<file path="config.mk">
export PLATFORM = sky130hd
export DESIGN_NAME = inst_fetcher
export DESIGN_NICKNAME = d
export VERILOG_FILES = /design/src/rtl/inst_fetcher.sv
export SDC_FILE = /design/constraint.sdc
export NUM_CORES = 1
export LEC_CHECK = 0
export CORE_ASPECT_RATIO = 2
export CORE_MARGIN = 2
export CORE_UTILIZATION = 51
export CTS_CLUSTER_DIAMETER = 50
export CTS_CLUSTER_SIZE = 10
export DETAILED_ROUTE_END_ITERATION = 8
export MAX_ROUTING_LAYER = met4
export PLACE_DENSITY = 0.86
export SETUP_SLACK_MARGIN = 0.1
export SLEW_MARGIN = 20
export SYNTH_ARGS = -nofsm -noshare
export SYNTH_HDL_FRONTEND = slang
export SYNTH_SLANG_ARGS = --single-unit
</file>
<file path="constraint.sdc">
create_clock -name clk_in -period 5.3 [get_ports clk_in]
set_input_delay 1.59 -clock clk_in [delete_from_list [all_inputs] [get_ports clk_in]]
set_output_delay 1.59 -clock clk_in [all_outputs]
set_load 0.02 [all_outputs]
</file>
<file path="src/rtl/inst_fetcher.sv">
// Instruction fetcher: IDLE/FETCH/HOLD sequencer with 16/32-bit length decode and predictor redirect.
// Define FETCH_REUSE_EN to issue the upper halfword of a latched word without a new memory request.
module inst_fetcher #(
  parameter logic [31:0] RESET_PC = 32'h0
) (
  input  logic        clk_in,
  input  logic        rst_in,
  input  logic        rdy_in,
  output logic        mem_req,
  output logic [31:0] mem_addr,
  input  logic        mem_done,
  input  logic [31:0] mem_data,
  output logic        inst_valid,
  output logic [31:0] inst_out,
  output logic [31:0] inst_pc,
  input  logic        dec_ready,
  input  logic        need_branch,
  input  logic [31:0] branch_addr,
  input  logic        predict_fail,
  input  logic [31:0] fail_addr
);

  typedef enum logic [1:0] {
    S_IDLE  = 2'd0,
    S_FETCH = 2'd1,
    S_HOLD  = 2'd2
  } state_t;

  state_t      r_state;
  state_t      w_state_next;
  logic [31:0] r_pc;
  logic        r_discard;
  logic        r_mem_req;
  logic [31:0] r_mem_addr;
  logic [31:0] r_inst;
  logic [31:0] r_inst_pc;

  logic [31:0] w_pc_next;
  logic        w_discard_next;
  logic        w_mem_req_next;
  logic [31:0] w_mem_addr_next;
  logic [31:0] w_inst_next;
  logic [31:0] w_inst_pc_next;
  logic        w_hs;
  logic        w_len4;
  logic [31:0] w_target;
  logic        w_accept;
  logic        w_reuse;
  logic        w_take_reuse;
  logic [15:0] w_reuse_hi;

  assign inst_valid   = (r_state == S_HOLD) && !predict_fail;
  assign w_hs         = inst_valid && dec_ready && rdy_in;
  assign w_len4       = (r_inst[1:0] == 2'b11);
  assign w_target     = need_branch ? branch_addr : (r_pc + (w_len4 ? 32'd4 : 32'd2));
  assign w_accept     = (r_state == S_FETCH) && mem_done && !r_discard && !predict_fail;
  assign w_take_reuse = (r_state == S_HOLD) && w_hs && w_reuse;

`ifdef FETCH_REUSE_EN
  logic [15:0] r_word_hi;
  logic        r_word_ok;

  assign w_reuse    = r_word_ok && (w_target == (r_inst_pc + 32'd2)) && (r_word_hi[1:0] != 2'b11);
  assign w_reuse_hi = r_word_hi;

  // Upper half of the last fetched word, valid until consumed or redirected
  always_ff @(posedge clk_in) begin
    if (rst_in) begin
      r_word_hi <= 16'h0;
      r_word_ok <= 1'b0;
    end else if (rdy_in) begin
      if (predict_fail) begin
        r_word_ok <= 1'b0;
      end else if (w_accept) begin
        r_word_hi <= mem_data[31:16];
        r_word_ok <= 1'b1;
      end else if (w_take_reuse) begin
        r_word_ok <= 1'b0;
      end else begin
        r_word_ok <= r_word_ok;
      end
    end
  end
`else
  assign w_reuse    = 1'b0;
  assign w_reuse_hi = 16'h0;
`endif

  // State register
  always_ff @(posedge clk_in) begin
    if (rst_in) begin
      r_state <= S_IDLE;
    end else if (rdy_in) begin
      r_state <= w_state_next;
    end else begin
      r_state <= r_state;
    end
  end

  // Next-state logic; a discarded or redirected completion passes through IDLE
  always_comb begin
    w_state_next = r_state;
    case (r_state)
      S_IDLE:  w_state_next = S_FETCH;
      S_FETCH: begin
        if (mem_done) begin
          w_state_next = (r_discard || predict_fail) ? S_IDLE : S_HOLD;
        end else begin
          w_state_next = S_FETCH;
        end
      end
      S_HOLD: begin
        if (predict_fail) begin
          w_state_next = S_FETCH;
        end else if (w_hs) begin
          w_state_next = w_reuse ? S_HOLD : S_FETCH;
        end else begin
          w_state_next = S_HOLD;
        end
      end
      default: w_state_next = S_IDLE;
    endcase
  end

  // Next values of pc, discard flag and registered outputs
  always_comb begin
    w_pc_next       = r_pc;
    w_discard_next  = r_discard;
    w_inst_next     = r_inst;
    w_inst_pc_next  = r_inst_pc;
    w_mem_req_next  = (w_state_next == S_FETCH);
    w_mem_addr_next = r_mem_addr;

    if (predict_fail) begin
      w_pc_next = fail_addr;
    end else if ((r_state == S_HOLD) && w_hs) begin
      w_pc_next = w_target;
    end else begin
      w_pc_next = r_pc;
    end

    if (r_state == S_FETCH) begin
      if (mem_done) begin
        w_discard_next = 1'b0;
      end else if (predict_fail) begin
        w_discard_next = 1'b1;
      end else begin
        w_discard_next = r_discard;
      end
    end else begin
      w_discard_next = 1'b0;
    end

    // The request address is captured on entry and held while outstanding
    if ((w_state_next == S_FETCH) && (r_state != S_FETCH)) begin
      w_mem_addr_next = w_pc_next;
    end else begin
      w_mem_addr_next = r_mem_addr;
    end

    if (w_accept) begin
      w_inst_next    = (mem_data[1:0] == 2'b11) ? mem_data : {16'h0, mem_data[15:0]};
      w_inst_pc_next = r_mem_addr;
    end else if (w_take_reuse) begin
      w_inst_next    = {16'h0, w_reuse_hi};
      w_inst_pc_next = w_target;
    end else begin
      w_inst_next    = r_inst;
      w_inst_pc_next = r_inst_pc;
    end
  end

  // Datapath and output registers
  always_ff @(posedge clk_in) begin
    if (rst_in) begin
      r_pc       <= RESET_PC;
      r_discard  <= 1'b0;
      r_mem_req  <= 1'b0;
      r_mem_addr <= 32'h0;
      r_inst     <= 32'h0;
      r_inst_pc  <= 32'h0;
    end else if (rdy_in) begin
      r_pc       <= w_pc_next;
      r_discard  <= w_discard_next;
      r_mem_req  <= w_mem_req_next;
      r_mem_addr <= w_mem_addr_next;
      r_inst     <= w_inst_next;
      r_inst_pc  <= w_inst_pc_next;
    end
  end

  assign mem_req  = r_mem_req;
  assign mem_addr = r_mem_addr;
  assign inst_out = r_inst;
  assign inst_pc  = r_inst_pc;

endmodule

</file>
; Word level (Yosys, flattened, before mapping)
; Index checks and enable logic that the tools add are counted.
[word_totals]
ff_bits = 132
in_bits = 103
[classes]
add_sub_neg = 1
eq_ne = 7
mux = 13
reduce_logical = 15
[op_table]
columns = cell, n
row1 = 32-bit two-way mux, 4
row2 = 32-bit by 3-bit adder with 32-bit output, 1
row3 = 1-bit logical AND, 8
row4 = 2-bit two-way mux, 4
row5 = 2-bit == test (second input constant), 3
row6 = 2-bit case mux with 3 select lines, 1
row7 = 2-bit AND reduction, 3
row8 = 2-bit by 1-bit == test with 1-bit output (second input constant), 2
row9 = 1-bit two-way mux, 3
row10 = 3-bit two-way mux, 1
row11 = 3-bit != test (second input constant), 1
row12 = 1-bit logical NOT, 2
row13 = 2-bit logical NOT, 1
row14 = 2-bit by 1-bit != test with 1-bit output (second input constant), 1
row15 = 1-bit logical OR, 1

; Depth between registers and ports, before layout
; Gate-level depths: netlist (run 1).
[depth]
ltp_word = 10
mapped_depth = 9
depth_no_buf = 8

; Worst setup path before layout (run 1)
; OpenSTA, ideal clock, no wires.
[synth_path]
path_kind = input port to output port
from = input predict_fail
to = output inst_valid
arrival_ns = 2.297
t_required_ns = 3.710
setup_slack_ns = 1.413
path_stages = 3
cell_sequence = nand2b_1 clkbuf_1 nor2_1
[synth_between]
elab_chain_len = 2
[synth_lines]
columns = item, line_no
row1 = from (decl), 19  ; input logic predict_fail,
row2 = 1-bit logical NOT, 52  ; assign inst_valid = (r_state == S_HOLD) && !predict_fail;
row3 = 1-bit logical AND, 52
row4 = to (decl), 13  ; output logic inst_valid,
; No other way between the ends.

; Final worst setup path (run 1)
; Ends and elaborated chain as after synthesis.

==> results of run 1 <==
## kinds of logic after synthesis
| logic type | after synthesis | synth area share (%) |
|---|---|---|
| adder cells (fa/ha/maj) | 3 | 0.6815 |
| flip-flops | 132 | 39.98 |
| AND/OR/NAND/NOR | 374 | 27.00 |
| buffers and inverters | 91 | 5.774 |
| multiplexers | 11 | 1.685 |
| AO/OA/AOI/OAI | 245 | 24.88 |
## routing by layer
metal,track usage (%),share of wire [%],up-vias
met5,-,0,-
met4,21.28,6.4,0
met3,5.547,8.2,111
met2,55.94,51,468
met1,36.09,35,3402
li1,-,-,3432
## layout by cell type, fill, tap and decap left out, drive strengths merged, types with 6 or more instances in the layout
cell,instances
a211oi,25
a21oi,93
a311oi,22
a31oi,11
a32oi,6
and4,6
buf,17
clkbuf,18
clkdlybuf4s50,197
dfxtp,132
inv,21
mux2i,10
nand2,159
nand2b,9
nand3,40
nand4,25
nor2,79
nor2b,10
nor3,13
nor4,11
o21ai,25
o32ai,6
o41ai,8
## registers in the layout (all words and copies together) (netlist names)
signal     cells
r_state        2
inst_pc       32
r_pc          32
mem_addr      32
inst_out      32
mem_req        1
r_discard      1
## how the worst max path moves through the flow
stage,end,slack (ns),startpoint
2_1_floorplan,inst_valid,1.41,predict_fail
3_3_place_gp,inst_valid,1.16,predict_fail
3_5_place_dp,inst_valid,1.16,predict_fail
4_1_cts,inst_valid,1.15,predict_fail
5_1_grt,inst_valid,1.09,predict_fail
6_report,inst_valid,1.15,predict_fail
## per-stage QoR
| step | worst slack (ns) | util (%) | total power, W | cells | instance area (µm²) |
|---|---|---|---|---|---|
| after floorplan | 1.413 | - | 0.001275 | 856 | 6609 |
| after global placement | 1.161 | 67.90 | 0.001449 | 1144 | 8573 |
| after detailed placement | 1.156 | 67.90 | 0.001455 | 1144 | 8573 |
| after CTS | 1.153 | 72.70 | 0.002658 | 1176 | 9180 |
| after global routing | 1.092 | 72.76 | 0.002731 | 1178 | 9188 |
| final | 1.151 | 72.76 | 0.002655 | 1178 | 9188 |
## final cells by class
class	count	area share [%]
clock inverters	14	1.825
diodes	2	0.05447
inverters	15	0.6128
clock buffers	18	4.780
well taps	150	2.043
multi-input cells	633	39.13
repair buffers	214	22.80
flip-flops and latches	132	28.76
## where the power goes
part | internal, W | switching, W | leakage (nW)
registers | 0.00103 | 0.0000516 | 1.08
clock network | 0.000721 | 0.000491 | 0.286
logic | 0.000169 | 0.000190 | 1.80
total | 0.00192 | 0.000733 | 3.16
## worst register-to-register path: stages, from the launching register on
cell	delay (ns)
dfxtp_1	0.61
nor2b_1	0.99
nand2_1	0.10
buf_4	0.27
a2111oi_0	0.45
a211oi_1	0.15
o41ai_1	0.33
==> results.txt, run 1 <==
* Outcome: finished, final reports clean
- The startpoint identified for the worst hold timing path is inst_out[28].
* Largest area contributor in the synthesized netlist: dfxtp_1
- Max-cap violations in this run came to 0.
- Counting flops with a built-in enable in the synthesized netlist gives 0.
- The number of antenna violations at the first check in global routing was 2.
* Number of clock sinks: 132
- R2r setup slk: 2.29 ns
- Total leakage power: 3.159 nW
* Sequential cell area in the final layout: 0.002643 mm²
* Count of pins on the block boundary: 201
- The initial utilization of the core area, before any placement, comes to 52.34%.
- Master of the slowest instance on the critical path: clkdlybuf4s50_1
* Most repeated cell in the gate-level netlist after synthesis: nand2_1
- Worst setup path category: in -> out
* Final-layout fill cell count: 962
- In the synthesized netlist the dominant register cell turns out to be dfxtp_1.
* Clock period minus final worst setup slack: 4.149 ns
- Headroom to the max-slew limit came out at 20.56%.
- For this run, the number of Yosys warnings is 0.
* Die width: 84.50 µm
- When the netlist entered floorplanning its net count stood at 962.
* Cell types with the highest counts after synthesis: nand2_1, dfxtp_1, a21oi_1, nor2_1, clkbuf_1
- Summed over all layers, the global routing overflow is 0.
- Count of hold buffers inserted by post-cts repair: 0
* Endpoint class of the critical path: output pin
- Worst-case clock skew: 0.01075 ns
* Terminating pin of the worst hold path: inst_out[28]
- Via count: 7413
* Worst path buffer plus inverter count: 2
* Detailed Routing Iterations Pass 1: 7
* Crit path required time: 3.71 ns
- After the first detailed-routing iteration, the DRC count stood at 843.
- Data on the critical path arrives at its endpoint at 2.56 ns.
- Hold crit path type: reg -> reg
- Critical Path, Cell by Cell: buf_2 -> nand2b_1 -> nor2_1 -> clkdlybuf4s50_1
- In this run the critical register-to-register path is launched from r_state[1].
- The via count of the first global-routing pass is 6777.
- Of the post-synthesis cell area, the dominant cell type holds 39.98%.
- The final layout contains 1119 nets.
- Final period util: 78.29%
* Setup TNS: 0 ns
* Die footprint: 0.01394 mm²
- Worst reg2reg path endpoint: mem_addr[4]
- Number of buffers between clock root and the deepest sink: 2
* Clock latency of the later-clocked register in the worst-skew pair: 0.42 ns
- Derived from the worst setup path, the maximum achievable clock frequency is 0.2410 GHz.
* Reg2reg path depth: 6
- Asr flop ratio synth: 0%
* Row cnt: 58
- After synthesis the netlist holds a flip-flop and latch count of 132.
* Instance count of the mapped netlist: 856
- Quantity of I/O buffers inserted on ports: 200
- The final number of hold-violating endpoints came to 0.
* Detail-routed net length per standard cell: 19.76 µm
* Crit path max fanout: 3
- In this run the standard cell core region covers 0.01263 mm².
* Global router's overall resource usage: 33.30%
* Crit path largest cell delay: 0.61 ns
- The worst hold path was traced through 2 stages.
* Power density normalized to cell area: 289.0 mW/mm²
- Area of the multi-input gates: 0.003595 mm²
* Category of the worst setup path launch point: input port
- Sum of routed wire length over all layers: 23280 µm
- Setup violations remaining at the end of the flow were counted as 0.
- Cell count along the critical path: 4
- Routability-driven placement finished with a final weighted congestion of 1.059.
- TritonCTS clock tree: yes
* Largest cells by area after synthesis: dfxtp_1, nand2_1, a21oi_1, nor2_1, nand3_1
- The tree is rooted in a clkbuf_16.
* Cell area after synthesis: 0.006609 mm²
- Cells with a size suffix above 1 make up 6.530% of the layout.
- Clock transition at path regs: 0.06 ns
- Entering global routing, the biggest net connects 71 pins.
* Area Growth Syn to Fin: 39.02%
- The cell family contributing the most delay on the critical path is buffers and inverters.
* Via count normalized by instance count: 6.293
- Wire length of the first global-routing pass: 35820 µm
- Once detail routing completed, the nets flagged for antenna violations numbered 0.
- Summing the sequential cell areas from Yosys gives 39.98% of the chip area.
- In the routed design, unresolved DRC markers number 0.
- Hold is met by 0.4502 ns.
- Maximum ir drop on the vdd rail: 0.0002446 V
- Setup repair after global routing left no endpoint under its margin.
* Number of pins with negative max-slew slack in the final report: 0
- Detailed placement finished with a half-perimeter wire length of 16240 µm.
- After clock tree synthesis, the repair step resized 0 gates.
- Die height: 165.0 µm
- Synthesized area per cell: 7.721 µm²
- The number of setup buffers added after CTS is 0.
- Number of distinct standard cells referenced by the synthesized netlist: 73
- Clock H-tree levels: 4
* Least-Margin Pin Slew: 1.189 ns
- Clock tree synthesis inserted a total of 17 buffers.
(Power assumes the default switching activity.)
==> run 2, diff against run 1 <==
CORE_UTILIZATION = 47   (was 51)
PLACE_DENSITY = 0.8   (was 0.86)
clock period = 4.3 ns   (was 5.3 ns; I/O delays follow)
==> results.txt, run 2 (same netlist as run 1, synthesis figures left out) <==
- GPL Wtd Cong: 1.004
- The tool flagged a number of max-cap violations equal to 0.
* Detail-routed net length per standard cell: 19.15 µm
- The clock tree synthesis step divided the H-tree into 4 levels.
- In this run the clock root is driven by a clkbuf_16.
- Die footprint: 0.01508 mm²
- Diode insertion count for antenna repair: 0
- The via count of the first global-routing pass came to 6820.
- DRT antenna net count: 0
- STA puts the critical path data arrival time at 2.33 ns.
- Clock-pin slew was measured on the worst setup and hold paths at 0.06 ns.
- Worst setup path category: in -> out
* Most common cell after layout, fill and taps aside: clkdlybuf4s50_1
* Least-Margin Pin Slew: 0.8672 ns
* Residual DRC: 0
* Part of the power in registers: 41.5%
* Fraction of layout cells with a size suffix above 1: 6.783%
* Category of the worst setup path launch point: input port
- The worst setup path is captured at an output pin.
* Portion of total power attributed to the clock network: 44.7%
- The area growth from synthesis to layout is 40.27%.
- For this design, the sink count on the clock tree is 132.
- The min-delay analysis places its worst path in the category reg -> reg.
- Summed over all layers, the global routing overflow is 0.
* Gate power share: 13.8%
- Die height: 171.7 µm
- Row cnt: 61
- Top achievable clock speed: 0.2764 GHz
* Cell area after placement: 0.008687 mm²
- Cell area after layout: 0.009270 mm²
- The die is 87.85 µm wide.
- Sum of routed wire length over all layers: 23380 µm
- Buffers added to address setup during post-CTS repair amount to 0.
- Slack of the critical path: 0.6817 ns
- Resized cells post-CTS: 0
- The worst path needs 3.618 ns of the cycle, external delays included.
* Detailed Routing Iterations Pass 1: 5
- In this run the power spent charging and discharging nets is 0.0008374 W.
- In the final timing run, aggregate negative setup slack is 0 ns.
- Commonest cells after routing, fill and taps aside: clkdlybuf4s50_1, nand2_1, dfxtp_1, a21oi_1, nor2_1
- The final route contains 7288 vias.
- Clock latency of the later-clocked register in the worst-skew pair: 0.41 ns
- Post-placement setup slack: 0.7440 ns
- Maximum number of pins on one net before global-route repair: 108
- Final hold violation count: 0
* Crit path max fanout: 2
* RSZ-0062 raised after global routing: false
- Number of buffers added by the clock tree synthesis step: 17
* HPWL after detailed placement: 16630 µm
- Across the VDD grid, the largest voltage drop is 0.0002354 V.
- 1st-iter DRT viols: 650
- In this run the tightest slew margin relative to its limit is 42.15%.
- During I/O placement, the number of pins put on the boundary was 201.
* # nets final: 1126
* Total leakage power: 3.190 nW
- Global routing consumed, over all layers together, 31.58% of the routing resources.
- Counting tap cells, the placed design contains a total of 1190 instances.
- P_int: 0.002381 W
- Initial Util: 47.84%
* Core region area: 0.01381 mm²
- TritonCTS built the clock tree.
- Wire length of the first global-routing pass: 35850 µm
- Using the TritonRoute via totals, the vias-per-cell ratio works out to 5.969.
* Worst-case clock skew: 0.01045 ns
- Buffers inserted to repair hold after CTS numbered 0.
* Number of pins with negative max-slew slack in the final report: 0
* Number of antenna violations at the first check in global routing: 0
- Dividing total power by cell area gives a power density of 347.2 mW/mm².
- Dividing the final minimum period by the clock period gives 84.15%.
* Count of placed standard cells in the final layout, fillers left out: 1221
- During placement, the flow inserted port buffers numbering 200.
- The run finished with clean final reports.
- In this run the deepest clock path goes through 2 buffers.
- Data on the critical path is required at its endpoint by 3.01 ns.
- Setup violations remaining at the end of the flow were counted as 0.
- Switching power as a share of total power: 26.02%
[run 2: power groups by stage]
stage / Combinational (W) / Clock [W] / Sequential, W
2_1_floorplan: 0.000204 / 0 / 0.00137
3_3_place_gp: 0.000435 / 0 / 0.00136
3_5_place_dp: 0.000438 / 0 / 0.00136
4_1_cts: 0.000441 / 0.00145 / 0.00133
5_1_grt: 0.000479 / 0.00150 / 0.00134
6_report: 0.000445 / 0.00144 / 0.00134
[run 2: routing by layer]
layer,vias to the layer above,routed length [µm],track usage [%]
met5,-,0,-
met4,0,1255,17.99
met3,78,1668,5.086
met2,407,12010,53.59
met1,3369,8448,34.19
li1,3434,-,-
[run 2: metrics by stage]
stage | power [W] | hold WS, ns | util, %
2_1_floorplan | 0.001572 | 0.4535 | -
3_5_place_dp | 0.001798 | 0.4424 | 62.88
4_1_cts | 0.003225 | 0.4501 | 67.08
6_report | 0.003218 | 0.4497 | 67.10
3_3_place_gp | 0.001793 | 0.4368 | 62.88
5_1_grt | 0.003325 | 0.4594 | 67.10
[run 2: cell type report]
type,instances,area [µm²]
fillers,1169,4544
clock inverters,8,101.3
clock buffers,23,478.0
well taps,189,236.5
multi-input cells,633,3592
inverters,15,56.30
repair buffers,221,2163
flip-flops and latches,132,2643
[run 2: worst paths after layout]
check / start / end / slack [ns] / cells after the start
max: predict_fail / inst_valid / 0.68 / 4
min: inst_pc[9] / inst_pc[9] / 0.45 / 2
max reg2reg: inst_out[0] / r_pc[29] / 1.34 / 8
min reg2reg: inst_pc[9] / inst_pc[9] / 0.45 / 2
[run 2: worst max-delay path, cell delays in order]
cell and delay, ns:
buf_2 0.10, nand2b_1 0.17, nor2_1 0.15, clkdlybuf4s50_1 0.62
